==> src/rtl/cfg_bank_writer.sv <==
// Serial-to-parallel writer for a configuration memory bank: shifts one row of
// bits in, then drives the bit-lines and strobes that row's word-line.
//
// state | meaning
// IDLE  | waiting for start, bank lines quiet
// SHIFT | accepting serial bits into the shadow row
// SETUP | bit-lines driven, word-line still low
// PULSE | bit-lines driven, word-line of current row high
// HOLD  | bit-lines driven, word-line released
// DONE  | all rows written, waiting for a new start
module cfg_bank_writer #(
  parameter int BL_WIDTH = 80,
  parameter int NUM_WL   = 80,
  parameter int WL_PULSE = 2
) (
  input  logic                        prog_clk,
  input  logic                        prog_reset,
  input  logic                        start,
  input  logic                        abort,
  input  logic                        din,
  input  logic                        din_valid,
  output logic                        din_ready,
  output logic [0:BL_WIDTH-1]         bl,
  output logic [0:NUM_WL-1]           wl,
  output logic                        busy,
  output logic                        done,
  output logic [0:$clog2(NUM_WL)-1]   row
);

  localparam int BCW = $clog2(BL_WIDTH + 1);
  localparam int RW  = $clog2(NUM_WL);

  typedef enum logic [2:0] {
    S_IDLE, S_SHIFT, S_SETUP, S_PULSE, S_HOLD, S_DONE
  } state_t;

  state_t              state_q, state_d;
  logic [0:BL_WIDTH-1] shadow_q, shadow_d;
  logic [BCW-1:0]      bitcnt_q, bitcnt_d;
  logic [RW-1:0]       row_q, row_d;
  logic [3:0]          pcnt_q, pcnt_d;
  logic [0:BL_WIDTH-1] bl_q, bl_d;
  logic [0:NUM_WL-1]   wl_q, wl_d;
  logic                din_ready_q, din_ready_d;
  logic                busy_q, busy_d;
  logic                done_q, done_d;
  logic                accept;

  assign accept = (state_q == S_SHIFT) && din_valid && din_ready_q;

  always_comb begin
    state_d  = state_q;
    shadow_d = shadow_q;
    bitcnt_d = bitcnt_q;
    row_d    = row_q;
    pcnt_d   = pcnt_q;

    case (state_q)
      S_IDLE, S_DONE: begin
        if (start) begin
          state_d  = S_SHIFT;
          row_d    = '0;
          bitcnt_d = '0;
        end
      end
      S_SHIFT: begin
        if (accept) begin
          for (int i = 0; i < BL_WIDTH; i++) begin
            if (bitcnt_q == BCW'(i)) shadow_d[i] = din;
          end
          // Counter parks on the last index; it is cleared when the next row starts.
          if (bitcnt_q == BCW'(BL_WIDTH - 1)) state_d = S_SETUP;
          else                                bitcnt_d = bitcnt_q + BCW'(1);
        end
      end
      S_SETUP: begin
        state_d = S_PULSE;
        pcnt_d  = 4'(WL_PULSE - 1);
      end
      S_PULSE: begin
        if (pcnt_q == 4'd0) state_d = S_HOLD;
        else                pcnt_d  = pcnt_q - 4'd1;
      end
      S_HOLD: begin
        if (row_q == RW'(NUM_WL - 1)) begin
          state_d = S_DONE;
        end else begin
          state_d  = S_SHIFT;
          row_d    = row_q + RW'(1);
          bitcnt_d = '0;
        end
      end
      default: state_d = S_IDLE;
    endcase

    if (abort) begin
      state_d  = S_IDLE;
      row_d    = '0;
      bitcnt_d = '0;
      pcnt_d   = '0;
    end
  end

  // Outputs are decoded from the next state so they land registered on the same edge.
  always_comb begin
    din_ready_d = (state_d == S_SHIFT);
    busy_d      = (state_d != S_IDLE) && (state_d != S_DONE);
    done_d      = (state_d == S_DONE);
    bl_d        = '0;
    wl_d        = '0;
    if (state_d == S_SETUP || state_d == S_PULSE || state_d == S_HOLD) bl_d = shadow_d;
    if (state_d == S_PULSE) begin
      for (int i = 0; i < NUM_WL; i++) begin
        if (row_d == RW'(i)) wl_d[i] = 1'b1;
      end
    end
  end

  always_ff @(posedge prog_clk) begin
    if (prog_reset) begin
      state_q     <= S_IDLE;
      shadow_q    <= '0;
      bitcnt_q    <= '0;
      row_q       <= '0;
      pcnt_q      <= '0;
      bl_q        <= '0;
      wl_q        <= '0;
      din_ready_q <= 1'b0;
      busy_q      <= 1'b0;
      done_q      <= 1'b0;
    end else begin
      state_q     <= state_d;
      shadow_q    <= shadow_d;
      bitcnt_q    <= bitcnt_d;
      row_q       <= row_d;
      pcnt_q      <= pcnt_d;
      bl_q        <= bl_d;
      wl_q        <= wl_d;
      din_ready_q <= din_ready_d;
      busy_q      <= busy_d;
      done_q      <= done_d;
    end
  end

  assign din_ready = din_ready_q;
  assign bl        = bl_q;
  assign wl        = wl_q;
  assign busy      = busy_q;
  assign done      = done_q;
  assign row       = row_q;

endmodule
==> config.mk <==
export PLATFORM = sky130hd
export DESIGN_NAME = cfg_bank_writer
export DESIGN_NICKNAME = d
export VERILOG_FILES = /design/src/rtl/cfg_bank_writer.sv
export SDC_FILE = /design/constraint.sdc
export NUM_CORES = 1
export LEC_CHECK = 0
export CORE_MARGIN = 1
export CORE_UTILIZATION = 52
export CTS_CLUSTER_SIZE = 30
export DETAILED_ROUTE_END_ITERATION = 6
export PLACE_DENSITY_LB_ADDON = 0.08
export REMOVE_ABC_BUFFERS = 1
export SKIP_LAST_GASP = 1
export SLEW_MARGIN = 15
export SYNTH_ARGS = -nofsm -noshare
export SYNTH_HDL_FRONTEND = slang
export SYNTH_SLANG_ARGS = --single-unit
==> constraint.sdc <==
create_clock -name prog_clk -period 2.7 [get_ports prog_clk]
set_input_delay 0.54 -clock prog_clk [delete_from_list [all_inputs] [get_ports prog_clk]]
set_output_delay 0.54 -clock prog_clk [all_outputs]
set_load 0.01 [all_outputs]
==> implementation parameters <==
Parameter                              Value

Synth
  Number of synthesized register bits ... 264
  Number of warnings reported in the yosys synthesis log ... 0
  Fraction of registers with async set or reset after synthesis ... 0
  Post-Synthesis Cells ... 952
  Share of the yosys chip area belonging to registers ... 0.554
  Mean instance size in the synthesized netlist ... 10.0 um^2
  Leading area contributor after synthesis ... sky130_fd_sc_hd__dfxtp_1
  Largest cells by area after synthesis ... sky130_fd_sc_hd__dfxtp_1 (55%), sky130_fd_sc_hd__nor2_1 (9.0%), sky130_fd_sc_hd__mux2i_1 (8.5%), sky130_fd_sc_hd__nor3_2 (8.5%), sky130_fd_sc_hd__nand2_1 (2.2%)
  EDFF count, synth ... 0
  Library cells used by synthesis ... 67
  Fraction of synthesized cell area taken by the top area cell type ... 0.554
  Top FF cell, synth ... sky130_fd_sc_hd__dfxtp_1
  Area of the mapped netlist ... 9550 um^2

Finish
  Most common cell after layout, fill and taps aside ... sky130_fd_sc_hd__dfxtp_1
  Summed area of non-filler cells in the final layout ... 12700 um^2
  Most frequent cells in the layout ... sky130_fd_sc_hd__dfxtp_1 (264), sky130_fd_sc_hd__nor2_1 (228), sky130_fd_sc_hd__clkdlybuf4s50_1 (173)
  Count of filler cells inserted in the layout ... 1381
  Layout cells sized above 1 ... 0.175
  Area Growth Syn to Fin ... 32.8%
  Layout net count ... 1160
  Number of antenna diodes ... 0

Route
  WL final ... 21900 um
  Average wire per cell in the routed design ... 15.7 um
  Number of search-and-repair iterations in the first detailed-routing pass ... 5
  First DRT Iteration DRCs ... 477
  Antenna Nets Post-Route ... 0
  Routed vias/inst ... 5.16
  DR vias ... 7188
  Detailed-route DRC error count ... 0

Power and ir drop
  Leak ... 0.00462 uW
  Share of power burned in combinational logic ... 0.019
  Total internal power ... 6170 uW
  Power density over the cells ... 613 nW/um^2
  Net switching power of the design ... 1600 uW
  Overall Power ... 7770 uW
  Clock Power Share ... 0.479
  Share of total power in sequential cells ... 0.502
  Maximum ir drop on the vdd rail ... 607 uV
  Switching share of power ... 0.206

Global routing
  Leftover overflow at the end of global routing ... 0
  Number of global-route vias before repair ... 6639
  Pin count of the biggest net entering global routing ... 161
  Wire length of the first global-routing pass ... 34800 um
  Number of antenna violations at the first check in global routing ... 0
  Total Routing Usage GR ... 0.231

Critical path
  Sort of element at the end of the critical path ... flip-flop
  Cells traversed along the worst timing path ... ha_1 > nand3_2 > or4_1 > a21o_1 > a21oi_2 > or4b_1 > nor2_1
  Max FO, Critical Path ... 6
  Count of cells along the worst register-to-register path ... 7
  Critical path buffer and inverter count ... 0
  WP data arrival ... 3.00 ns
  Family with the most delay on the worst path ... simple AND/OR/NAND/NOR gates
  Number of gates on the worst path with buffers counted ... 7
  Crit Path Class ... flip-flop to flip-flop
  Worst Setup Start Kind ... flip-flop
  Critical Path Max Stage Delay ... 0.52 ns
  Required time of the worst setup path ... 3.16 ns
  Slowest cell on the critical path ... sky130_fd_sc_hd__or4b_1

CTS
  Largest buffer count on any clock path ... 3
  Buffer type at the clock tree root ... sky130_fd_sc_hd__clkbuf_16
  Post-CTS resize count ... 0
  Post-CTS clock slew at the launch and capture registers of the worst setup and hold paths ... 0.06 ns
  H-tree level count ... 1
  Latest clock arrival within the worst-skew pair ... 0.53 ns
  Hold Buf Count CTS ... 0
  Clock tree from TritonCTS ... built
  Setup fix buffers added after clock tree synthesis ... 0
  Clock Sinks ... 264
  CTS Buf Count ... 26

Placement
  # port buffers ... 175
  Routability cong. ... 0.889
  Post-place instance area ... 11800 um^2
  HPWL after DPL ... 14700 um

Min path
  Path class of the lowest-slack min-delay path ... input pin to flip-flop
  Worst hold path stage count ... 2

Floorplan
  Number of placed I/O pins ... 176
  Die width ... 137 um
  Chip Height ... 137 um
  Num rows ... 49
  Core region area ... 18000 um^2
  Effective utilization at floorplan ... 0.531
  Die area ... 18900 um^2

STA
  Actual slew at the worst max-slew pin ... 0.884 ns
  Final period utilization ... 0.938
  Minimum clock period ... 2.53 ns
  Peak Freq ... 395 MHz
  Final number of max-transition violations ... 0
  Slew margin rel. ... 0.411
  Hold violation total from the final report ... 0
  Worst setup skew after layout ... 0.0134 ns
  Unrepaired setup endpoints after global routing ... no
  Total setup violations reported at the end of the flow ... 0

Job
  Max Cap Viol ... 0

Status
  Status ... complete, no violations
-- state kept, by name, summed over array words and instances (netlist names) --
register and cells:
done 1, row 7, din_ready 1, wl 80, bl 80, pcnt_q 4, state_q 3, busy 1
bitcnt_q 7, shadow_q 80
-- power groups by stage --
stage / sequential, uW / combinational (uW) / clock, uW
after global placement: 3990 / 148 / 0
after floorplan: 3990 / 38.0 / 0
after detailed placement: 3990 / 148 / 0
after global routing: 3900 / 162 / 3950
final: 3900 / 149 / 3720
after CTS: 3900 / 148 / 3790
-- Yosys cell counts, types with 4 or more instances --
master / number
sky130_fd_sc_hd__mux2i_1: 81
sky130_fd_sc_hd__nor4_1: 4
sky130_fd_sc_hd__dfxtp_1: 264
sky130_fd_sc_hd__nor3_1: 8
sky130_fd_sc_hd__a31oi_1: 6
sky130_fd_sc_hd__buf_6: 9
sky130_fd_sc_hd__o21ai_0: 10
sky130_fd_sc_hd__clkbuf_1: 47
sky130_fd_sc_hd__inv_1: 8
sky130_fd_sc_hd__nand4_1: 4
sky130_fd_sc_hd__and3_1: 10
sky130_fd_sc_hd__nand2b_1: 5
sky130_fd_sc_hd__nor2_1: 228
sky130_fd_sc_hd__nand3_1: 29
sky130_fd_sc_hd__buf_2: 5
sky130_fd_sc_hd__nor2b_1: 5
sky130_fd_sc_hd__a21oi_1: 15
sky130_fd_sc_hd__nor3_2: 81
sky130_fd_sc_hd__nand2_1: 55
sky130_fd_sc_hd__ha_1: 7
-- routing by layer --
layer	vias to the layer above	global-route usage	wire [um]	share of wire
met5	-	0	0	0
met4	0	0.0617	379	0.017
met3	33	0.0397	1260	0.058
met2	210	0.382	10500	0.48
met1	3357	0.311	9810	0.45
li1	3588	-	-	-
-- per-stage QoR --
step | util | setup slack [ns] | instances | hold slack, ns | TNS [ns]
2_1_floorplan | - | -2.20 | 889 | 0.451 | -198.95
3_3_place_gp | 0.656 | -0.0430 | 1348 | 0.471 | -0.0430
3_5_place_dp | 0.656 | -0.0785 | 1348 | 0.476 | -0.252
4_1_cts | 0.706 | 0.186 | 1393 | 0.243 | 0
5_1_grt | 0.706 | 0.0481 | 1393 | 0.260 | 0
6_report | 0.706 | 0.167 | 1393 | 0.263 | 0
-- final timing paths --
path                            slack (ns)                endpoint                   start
worst min register to register        0.48  pcnt_q[0]$_SDFFE_PP0P_  pcnt_q[0]$_SDFFE_PP0P_
worst max-delay path                  0.17       wl[48]$_SDFF_PP0_       row[5]$_SDFF_PP0_
worst min-delay path                  0.26       row[0]$_SDFF_PP0_              prog_reset
worst max register to register        0.17       wl[48]$_SDFF_PP0_       row[5]$_SDFF_PP0_
-- final cells by class --
class / instances / area (um^2) / area share
Multi-Input combinational cell: 617 / 3940 / 0.310
Tap cell: 229 / 287 / 0.0226
Sequential cell: 264 / 5290 / 0.417
Clock inverter: 14 / 190 / 0.0150
Timing Repair Buffer: 230 / 2250 / 0.177
Clock buffer: 31 / 699 / 0.0552
Inverter: 8 / 30.0 / 0.00237
-- logic make-up after synthesis --
logic type	share of synthesized area
simple gates	0.266
flops	0.554
mux	0.0861
buf+inv	0.0358
compound gates	0.0464
fa+ha+maj	0.00918
xor+xnor	0.00275
No activity file was read; power rests on OpenSTA's default activity.
